$ cat src/rtl/pipe_ctrl_pkg.sv
// pipe_ctrl_pkg: shared FSM states, forwarding encodings and widths for the pipeline controller
package pipe_ctrl_pkg;
  localparam int REG_AW_DEF = 5;
  typedef enum logic [1:0] {ST_RUN = 2'd0, ST_LU = 2'd1, ST_BUSY = 2'd2, ST_FLUSH = 2'd3} ctrl_state_t;
  localparam logic [1:0] FWD_RF  = 2'b00;
  localparam logic [1:0] FWD_WB  = 2'b01;
  localparam logic [1:0] FWD_MEM = 2'b10;
endpackage

$ cat src/rtl/pipe_ctrl_fwd.sv
// pipe_ctrl_fwd: combinational EX operand forwarding select, MEM result preferred over WB
module pipe_ctrl_fwd
  import pipe_ctrl_pkg::*;
#(
  parameter int REG_AW = REG_AW_DEF
) (
  input  logic [REG_AW-1:0] rs,
  input  logic [REG_AW-1:0] rd_mem,
  input  logic              regwrite_mem,
  input  logic [REG_AW-1:0] rd_wb,
  input  logic              regwrite_wb,
  output logic [1:0]        fwd
);
  assign fwd = (regwrite_mem && rd_mem != '0 && rd_mem == rs) ? FWD_MEM :
               (regwrite_wb && rd_wb != '0 && rd_wb == rs)    ? FWD_WB  : FWD_RF;
endmodule

$ cat src/rtl/pipe_ctrl_unit.sv
// pipe_ctrl_unit: hazard/stall/flush control, forwarding selects, state FSM and perf counters
module pipe_ctrl_unit
  import pipe_ctrl_pkg::*;
#(
  parameter int REG_AW = REG_AW_DEF,
  parameter int FWD_EN = 1,
  parameter int CNT_W  = 32
) (
  input  logic              clk,
  input  logic              reset,
  input  logic [REG_AW-1:0] rs1_id,
  input  logic [REG_AW-1:0] rs2_id,
  input  logic              use_rs1_id,
  input  logic              use_rs2_id,
  input  logic [REG_AW-1:0] rs1_ex,
  input  logic [REG_AW-1:0] rs2_ex,
  input  logic [REG_AW-1:0] rd_ex,
  input  logic [REG_AW-1:0] rd_mem,
  input  logic [REG_AW-1:0] rd_wb,
  input  logic              regwrite_ex,
  input  logic              regwrite_mem,
  input  logic              regwrite_wb,
  input  logic              memread_ex,
  input  logic              branch_taken_mem,
  input  logic              ex_busy,
  output logic              pc_write,
  output logic              if_id_write,
  output logic              id_ex_bubble,
  output logic              if_id_flush,
  output logic              id_ex_flush,
  output logic              ex_mem_flush,
  output logic              ex_kill,
  output logic [1:0]        forwardA,
  output logic [1:0]        forwardB,
  output logic              pipeline_stall,
  output logic [1:0]        ctrl_state,
  output logic [CNT_W-1:0]  cyc_cnt,
  output logic [CNT_W-1:0]  stall_cnt,
  output logic [CNT_W-1:0]  flush_cnt
);
  localparam logic [CNT_W-1:0] CNT_MAX = '1;
  function automatic logic id_reads(input logic [REG_AW-1:0] rd, input logic [REG_AW-1:0] r1,
                                    input logic u1, input logic [REG_AW-1:0] r2, input logic u2);
    return rd != '0 && ((u1 && r1 == rd) || (u2 && r2 == rd));
  endfunction
  ctrl_state_t state_q, state_d;
  logic        load_use, raw, hz;
  logic [1:0]  fwd_a, fwd_b;
  assign load_use = memread_ex && id_reads(rd_ex, rs1_id, use_rs1_id, rs2_id, use_rs2_id);
  // Without forwarding, any in-flight producer in EX or MEM must drain before ID may read
  assign raw = (FWD_EN == 0) &&
               ((regwrite_ex && id_reads(rd_ex, rs1_id, use_rs1_id, rs2_id, use_rs2_id)) ||
                (regwrite_mem && id_reads(rd_mem, rs1_id, use_rs1_id, rs2_id, use_rs2_id)));
  assign hz = load_use || raw;
  pipe_ctrl_fwd #(.REG_AW(REG_AW)) u_fwd_a (
    .rs(rs1_ex), .rd_mem(rd_mem), .regwrite_mem(regwrite_mem),
    .rd_wb(rd_wb), .regwrite_wb(regwrite_wb), .fwd(fwd_a)
  );
  pipe_ctrl_fwd #(.REG_AW(REG_AW)) u_fwd_b (
    .rs(rs2_ex), .rd_mem(rd_mem), .regwrite_mem(regwrite_mem),
    .rd_wb(rd_wb), .regwrite_wb(regwrite_wb), .fwd(fwd_b)
  );
  always_ff @(posedge clk)
    if (reset) state_q <= ST_RUN;
    else       state_q <= state_d;
  always_comb begin
    state_d = branch_taken_mem ? ST_FLUSH : ex_busy ? ST_BUSY : hz ? ST_LU : ST_RUN;
  end
  always_comb begin
    pc_write       = !reset && (branch_taken_mem || !(ex_busy || hz));
    if_id_write    = pc_write;
    id_ex_bubble   = !reset && !branch_taken_mem && !ex_busy && hz;
    if_id_flush    = reset || branch_taken_mem;
    id_ex_flush    = reset || branch_taken_mem;
    ex_mem_flush   = reset || branch_taken_mem || ex_busy;
    ex_kill        = reset || (branch_taken_mem && ex_busy);
    pipeline_stall = !reset && !branch_taken_mem && (ex_busy || hz);
    forwardA       = (reset || FWD_EN == 0) ? FWD_RF : fwd_a;
    forwardB       = (reset || FWD_EN == 0) ? FWD_RF : fwd_b;
  end
  assign ctrl_state = state_q;
  always_ff @(posedge clk)
    if (reset) begin
      cyc_cnt   <= '0;
      stall_cnt <= '0;
      flush_cnt <= '0;
    end else begin
      cyc_cnt   <= cyc_cnt + 1'b1;
      stall_cnt <= stall_cnt + CNT_W'(pipeline_stall && stall_cnt != CNT_MAX);
      flush_cnt <= flush_cnt + CNT_W'(branch_taken_mem && flush_cnt != CNT_MAX);
    end
endmodule

$ cat config.mk
export PLATFORM = sky130hd
export DESIGN_NAME = pipe_ctrl_unit
export DESIGN_NICKNAME = d
export VERILOG_FILES = /design/src/rtl/pipe_ctrl_pkg.sv /design/src/rtl/pipe_ctrl_fwd.sv /design/src/rtl/pipe_ctrl_unit.sv
export SDC_FILE = /design/constraint.sdc
export NUM_CORES = 1
export LEC_CHECK = 0
export BUFFER_PORTS_ARGS = -buffer_cell sky130_fd_sc_hd__buf_2
export CORE_UTILIZATION = 50
export DETAILED_ROUTE_END_ITERATION = 10
export GPL_ROUTABILITY_DRIVEN = 0
export PLACE_DENSITY = 0.79
export REMOVE_ABC_BUFFERS = 1
export SYNTH_ARGS = -nofsm -noshare
export SYNTH_HDL_FRONTEND = slang
export SYNTH_SLANG_ARGS = --single-unit
$ cat constraint.sdc
create_clock -name clk -period 4.6 [get_ports clk]
set_clock_uncertainty 0.2 [all_clocks]
set_input_delay 0.92 -clock clk [delete_from_list [all_inputs] [get_ports clk]]
set_output_delay 0.92 -clock clk [all_outputs]
set_load 0.005 [all_outputs]
=== After elaboration in Yosys (flattened, before gate mapping) ===
Index checks and enable logic that the tools add are counted.

* Logic and storage cells: 55
* Bits in registers: 98
* Input port bits: 45

* Multiplexer cells: 9
* Eq/ne operators: 8
* Reduce and logical (&&, ||, !) cells: 31
* $add $sub $neg: 3

{| class="wikitable"
|+ Operators with widths
! cell !! count
|-
| adder 32 x 1 -> 32 bit || 2
|-
| != test 32 bit (second input constant) || 2
|-
| adder 32 x 1 -> 32 bit (second input constant) || 1
|-
| equality test 5 bit || 6
|-
| logical AND 1 bit || 18
|-
| nonzero test 5 bit || 3
|-
| two-way mux 2 bit || 6
|-
| logical OR 1 bit || 6
|-
| logical NOT 1 bit || 4
|-
| two-way mux 1 bit || 3
|}

=== Logic depth before layout (Yosys ltp) ===
Gate-level depths: netlist (run 1).

* Word-level depth: 9
* Gate-level depth with buffers: 14
* Mapped depth without buffers: 12

=== Cells and area by module ===
A second synthesis (run 1) with hierarchy kept.

* Cells, all modules: 565
* Area total of the unflattened synthesis: 4,864.7 um^2

{| class="wikitable"
|+ By module, submodules not included
! module !! sequential area each (um^2) !! cells each !! area an instance (um^2) !! times used
|-
| pipe_ctrl_unit || 1,961.9 || 525 || 4,561.9 || 1
|-
| pipe_ctrl_fwd || 0.0 || 20 || 151.4 || 2
|}

=== Worst setup path after synthesis (run 1) ===
No wires, ideal clock.

* Path kind: input to output
* From: input rd_ex[1]
* To: output pc_write
* Setup slack: 1.163 ns
* Arrival time: 2.317 ns
* Stages: 5
* Buffers on the path: 1
* Data required time: 3.480 ns
* Path through: or4_1 > o21ai_0 > nor2_1 > a221oi_1 > buf_4

* Cells in the longest elaborated chain, start to end: 9
* Elaborated cells between the ends (all ways): 12
* Those cells by class: eq/ne (2); reduce/logical (10)

{| class="wikitable"
|+ Ends and longest elaborated chain
! what !! line !! text
|-
| from (decl) || pipe_ctrl_unit.sv:17 || <nowiki>input logic [REG_AW-1:0] rd_ex,</nowiki>
|-
| equality test 5 bit || pipe_ctrl_unit.sv:44 || <nowiki>return rd != '0 && ((u1 && r1 == rd) || (u2 && r2 == rd));</nowiki>
|-
| logical AND 1 bit || pipe_ctrl_unit.sv:44 ||
|-
| logical OR 1 bit || pipe_ctrl_unit.sv:44 ||
|-
| logical AND 1 bit (*) || pipe_ctrl_unit.sv:44 ||
|-
| logical AND 1 bit (*) || pipe_ctrl_unit.sv:49 || <nowiki>assign load_use = memread_ex && id_reads(rd_ex, rs1_id, use_rs1_id, rs2_id, use_rs2_id);</nowiki>
|-
| logical OR 1 bit (*) || pipe_ctrl_unit.sv:70 || <nowiki>pc_write = !reset && (branch_taken_mem || !(ex_busy || hz));</nowiki>
|-
| logical NOT 1 bit (*) || pipe_ctrl_unit.sv:70 ||
|-
| logical OR 1 bit (*) || pipe_ctrl_unit.sv:70 ||
|-
| logical AND 1 bit (*) || pipe_ctrl_unit.sv:70 ||
|-
| to (decl) || pipe_ctrl_unit.sv:26 || <nowiki>output logic pc_write,</nowiki>
|}

Mark *: on every way between the ends. The rest lies on a longest branch, timed or not.

=== Worst setup path after layout (run 1) ===
* From: input rd_ex[1]
* To: output if_id_write

* Cells in the longest elaborated chain, start to end: 9
* Elaborated cells between the ends (all ways): 12
* Those cells by class: eq/ne (2); reduce/logical (10)

{| class="wikitable"
|+ Ends and longest elaborated chain
! what !! line !! text
|-
| equality test 5 bit || pipe_ctrl_unit.sv:44 ||
|-
| logical AND 1 bit || pipe_ctrl_unit.sv:44 ||
|-
| logical OR 1 bit || pipe_ctrl_unit.sv:44 ||
|-
| logical AND 1 bit (*) || pipe_ctrl_unit.sv:44 ||
|-
| logical AND 1 bit (*) || pipe_ctrl_unit.sv:49 ||
|-
| logical OR 1 bit (*) || pipe_ctrl_unit.sv:70 ||
|-
| logical NOT 1 bit (*) || pipe_ctrl_unit.sv:70 ||
|-
| logical OR 1 bit (*) || pipe_ctrl_unit.sv:70 ||
|-
| logical AND 1 bit (*) || pipe_ctrl_unit.sv:70 ||
|-
| to (decl) || pipe_ctrl_unit.sv:27 || <nowiki>output logic if_id_write,</nowiki>
|}

Marked as above.

==> impl_results.md, run 1 <==
* TritonCTS clock tree: done
* Worst slew pin tran at 855.0 ps
* I/O pin count at 155
* Fmax achieved at 268.8 MHz
* Max_slew headroom at 43.00%
* Max IR drop VDD at 0.1282 mV
* DRT iter0 DRCs at 92
* Aggregate global-route resource usage at 23.40%
* Fraction of final layout cells sized beyond drive strength 1 at 25.32%
* Arrival @ worst endpoint at 2600 ps
* Placed inst area at 5660 µm²
* RSZ-0062 raised after global routing: no
* CP required at 3480 ps
* Finished Cell Area at 5842 µm²
* Clk root buf: clkbuf_8
* Clock sinks at 98
* Setup TNS Final at 0 ps
* Final Hold Fails at 0
* Post-detail-place hpwl at 8542 µm
* Die Y at 100.3 µm
* Yosys warning count at 0
* Yosys cell types at 37
* Drt drc at 0
* Flop and latch count out of synthesis at 98
* # Post-CTS Setup Buffers at 0
* CP delay by family, top: compound AO/OA/AOI/OAI gates
* Rows at 35
* Top FF cell, synth: dfxtp_1
* Worst-Skew Late Latency at 370 ps
* Worst R2R Path Depth at 10
* Initial Utilization at 52.04%
* FFs w/ async S/R, synth at 0%
* Setup violations, final at 0
* Slew Viols, Final at 0
* Largest net degree at the start of global routing at 86
* Setup CP Type: input port to output pin
* Post-CTS Resized at 0
* Net count, final at 753
* Slowest stage cell, crit path: or4_1
* Pwr dens at 253.0 nW/µm²
* Vias at 4511
* Clock period minus worst slack at 3721 ps
* Initial antenna violation count at 0
* Vias per Instance at 5.396
* PortBufs at 153
* Most frequent CP cell: buf_2
* Vias in the first global route at 4169
* Pleak at 2.586 nW
* WP depth at 6
* Total power at 1.478 mW
* Number of max-cap violations at 0
* ANT nets after route at 0
* Cell chain of the critical path: buf_2 -> or4_1 -> o21ai_0 -> nor2_1 -> a221oi_1 -> buf_2
* Sequential fraction of the synthesis area at 40.61%
* Maximum clock insertion buffer count at 2
* Number of diodes at 0
* First-pass GRT wire length at 19020 µm
* EDFF count, synth at 0
* Cells after synthesis at 560
* Worst path bufs/invs at 2
* Critical Path Source Type: input port
* Die ar. at 10060 µm²
* Crit end category: output pin
* Fin crit share at 80.89%
* Most common cell after layout, fill and taps aside: buf_2
* Hold WC Path Type: flop to flop
* Avg Cell Area, Syn at 8.627 µm²
* Area grow syn2layout at 20.93%
* FF-to-FF setup slack at 1230 ps
* GR Overflow Total at 0
* Slowest stage delay, CP at 500 ps
* Commonest non-fill, non-tap cells in the layout: buf_2, nor2_1, dfxtp_1
* CTS buffer count at 9
* Outcome: complete, no violations
* WHS Path Cells at 1
* Hold buffer count at cts at 0
* Post-Route WL at 11530 µm
* Maximum net fanout on the critical path at 4
* Wirelength per Cell at 13.79 µm
* Clock Pin Slew Worst Setup and Hold Paths at 110 ps
* CTS HTree Levels at 3
* Drt first pass iters at 5
* Core area at 9284 µm²
* Cell Area, Synth at 4831 µm²
* Die X at 100.3 µm
[logic make-up after synthesis]
family                     share of synthesized area [%]
adders and majority gates                          1.554
AOI/OAI and AO/OA                                  2.823
buffers and inverters                              2.849
and+or+nand+nor                                    31.68
xor gates and xnor gates                           20.49
DFF                                                40.61
[worst paths after layout]
path,start,to
max,rd_ex[1],if_id_write
min,cyc_cnt[0],cyc_cnt[0]
min reg2reg,cyc_cnt[0],cyc_cnt[0]
max reg2reg,flush_cnt[10],flush_cnt[14]
[Yosys cell counts, types with 2 or more instances]
cell type / instances / share of area, %
dfxtp_1: 98 / 41
inv_1: 8 / 0.62
xor2_1: 80 / 15
o21ai_0: 11 / 1.1
nand2_1: 36 / 2.8
and3_2: 3 / 0.47
or3_1: 7 / 0.91
ha_1: 6 / 1.6
nor3_1: 10 / 1.0
and4_1: 12 / 2.2
nor2_1: 99 / 7.7
clkbuf_1: 11 / 0.85
nor4_4: 3 / 1.3
xnor2_1: 33 / 6.0
nand4b_1: 2 / 0.36
nand4_1: 43 / 5.6
and2_1: 8 / 1.0
and3_1: 13 / 1.7
or4_1: 5 / 0.78
nand3_1: 31 / 3.2
buf_2: 8 / 0.83
buf_4: 3 / 0.47
nor2b_1: 7 / 0.91
a21oi_1: 7 / 0.73
nor4_1: 4 / 0.52
[flip-flops by register name, indices dropped and copies added (netlist names)]
name / count
ctrl_state: 2
cyc_cnt: 32
flush_cnt: 32
stall_cnt: 32
[layout make-up]
| class | count | area, µm² |
|---|---|---|
| Clock buffer | 10 | 127.6 |
| Timing Repair Buffer | 154 | 775.7 |
| Tap cell | 129 | 161.4 |
| Fill cell | 864 | 3442 |
| Sequential cell | 98 | 1962 |
| Inverter | 8 | 30.03 |
| Clock inverter | 6 | 53.80 |
| Multi-Input combinational cell | 431 | 2731 |
[per-stage QoR]
step,utilization (%),hold slack [ps],setup WS [ps],instances
6_report,62.92,267.4,879.1,836
4_1_cts,62.92,265.0,872.1,836
5_1_grt,62.92,300.1,749.1,836
3_5_place_dp,60.97,238.7,729.7,820
3_3_place_gp,60.97,218.3,814.5,820
2_1_floorplan,-,224.2,1269,537
[power by group]
part           internal [mW]  switching [mW]  leakage, nW
registers              0.854         0.00603        0.791
logic                 0.0454          0.0538         1.71
clock network          0.203           0.316       0.0856
[worst reg2reg max path, delay by kind of cell (launching register included)]
kind | cells | cell delay, ps
DFF | 1 | 360
and+or+nand+nor | 6 | 1830
AOI/OAI and AO/OA | 2 | 310
adders and majority gates | 2 | 620
[layer usage]
| metal | share of wire (%) | vias to the layer above | global-route usage (%) |
|---|---|---|---|
| met5 | 0 | - | 0 |
| met4 | 1.5 | 0 | 8.473 |
| met3 | 5.4 | 19 | 5.571 |
| met2 | 49 | 144 | 40.41 |
| met1 | 44 | 2144 | 28.30 |
| li1 | - | 2204 | - |
Note: power is estimated with default switching activity, not from simulation.
==> run 2: changes to the inputs <==
Clock period 4.6 ns to 3.8 ns, I/O delays scaled along.
==> impl_results.md, run 2 (synthesis results as in run 1) <==
* Number of diodes at 0
* Vias per Instance at 5.290
* CP required at 3810 ps
* Arrival @ worst endpoint at 3360 ps
* Pleak at 2.642 nW
* Final Hold Fails at 0
* Die ar. at 10060 µm²
* # Post-CTS Setup Buffers at 0
* Aggregate global-route resource usage at 22.62%
* Post-CTS Resized at 0
* RSZ-0062 raised after global routing: no
* GR Overflow Total at 0
* First-pass GRT wire length at 18370 µm
* PortBufs at 153
* DRT iter0 DRCs at 159
* Worst slew pin tran at 800.9 ps
* Top flop regs: cyc_cnt x32, flush_cnt x32, stall_cnt x32
* ANT nets after route at 0
* I/O pin count at 155
* Vias in the first global route at 3963
* Area grow syn2layout at 22.74%
* Most common cell after layout, fill and taps aside: buf_2
* Fill cell count at 796
* Max IR drop VDD at 0.2281 mV
* Commonest non-fill, non-tap cells in the layout: buf_2, nor2_1, dfxtp_1
* Number of max-cap violations at 0
* Setup violations, final at 0
* Outcome: complete, no violations
* Setup CP Type: input port to flop
* Pwr dens at 329.0 nW/µm²
* Die Y at 100.3 µm
* Drt first pass iters at 4
* CTS HTree Levels at 3
* Max_slew headroom at 46.20%
* Clk root buf: clkbuf_8
* Post-Route WL at 11320 µm
* Wirelength per Cell at 13.49 µm
* Hold WC Path Type: flop to flop
* Initial antenna violation count at 0
* Clock period minus worst slack at 3345 ps
* Critical Path Source Type: input port
* TritonCTS clock tree: done
* Setup TNS Final at 0 ps
* Slew Viols, Final at 0
* Clock Pin Slew Worst Setup and Hold Paths at 100 ps
* Clock sinks at 98
* Worst-Skew Late Latency at 350 ps
* Fmax achieved at 298.9 MHz
* Maximum net fanout on the critical path at 5
* Vias at 4438
* Largest net degree at the start of global routing at 63
* Maximum clock insertion buffer count at 2
* Net count, final at 757
* Fraction of final layout cells sized beyond drive strength 1 at 25.77%
* Hold buffer count at cts at 0
* Initial Utilization at 52.04%
* Rows at 35
* Total power at 1.950 mW
* Die X at 100.3 µm
* Drt drc at 0
* CTS buffer count at 9
* Core area at 9284 µm²
* Crit end category: flop
* Post-detail-place hpwl at 8378 µm
* Fin crit share at 88.03%
## run 2: path summary, 6_finish.rpt
check	startpoint	slack [ps]	cells after the start	end
worst max-delay path	rd_ex[0]	450	13	stall_cnt[28]
worst min-delay path	cyc_cnt[0]	250	1	cyc_cnt[0]
worst max register to register	flush_cnt[2]	620	10	flush_cnt[14]
worst min register to register	cyc_cnt[0]	250	1	cyc_cnt[0]
## run 2: power by group
part | total (mW) | switching, mW | internal, mW | leakage, nW
registers | 1.04 | 0.00730 | 1.03 | 0.791
clock network | 0.789 | 0.350 | 0.438 | 0.121
logic | 0.121 | 0.0649 | 0.0564 | 1.73
## run 2: layer usage
| layer | track usage [%] | vias up | part of all wire (%) |
|---|---|---|---|
| li1 | - | 2219 | - |
| met1 | 28.73 | 2064 | 44 |
| met5 | 0 | - | 0 |
| met2 | 36.78 | 137 | 49 |
| met3 | 5.014 | 18 | 4.9 |
| met4 | 10.03 | 0 | 2.2 |
## run 2: stage by stage
stage | hold slack, ps | utilization, % | instance area, µm² | setup WS [ps] | std cells
2_1_floorplan | 224.2 | - | 4723 | 628.9 | 537
3_3_place_gp | 217.5 | 61.29 | 5690 | 210.8 | 824
3_5_place_dp | 228.4 | 61.29 | 5690 | 142.2 | 824
4_1_cts | 252.1 | 63.87 | 5929 | 453.4 | 839
5_1_grt | 264.3 | 63.87 | 5929 | 243.9 | 839
6_report | 253.3 | 63.87 | 5929 | 454.8 | 839
## run 2: area by class of cell
cell class              instances  area (µm²)  area share, %
repair buffers                158       805.8          13.59
well taps                     129       161.4          2.722
inverters                       8       30.03         0.5064
flip-flops and latches         98        1962          33.09
multi-input cells             431        2731          46.06
clock inverters                 6       115.1          1.941
clock buffers                   9       123.9          2.089
## run 2: worst max-delay path: stages
cell	delay [ps]
buf_2	130
xnor2_1	160
nand4_1	110
o22ai_1	280
nor2b_1	220
o211a_1	150
ha_1	210
ha_1	200
inv_1	50
nor3_1	640
nand3_1	190
xnor2_1	180
nor2_1	60
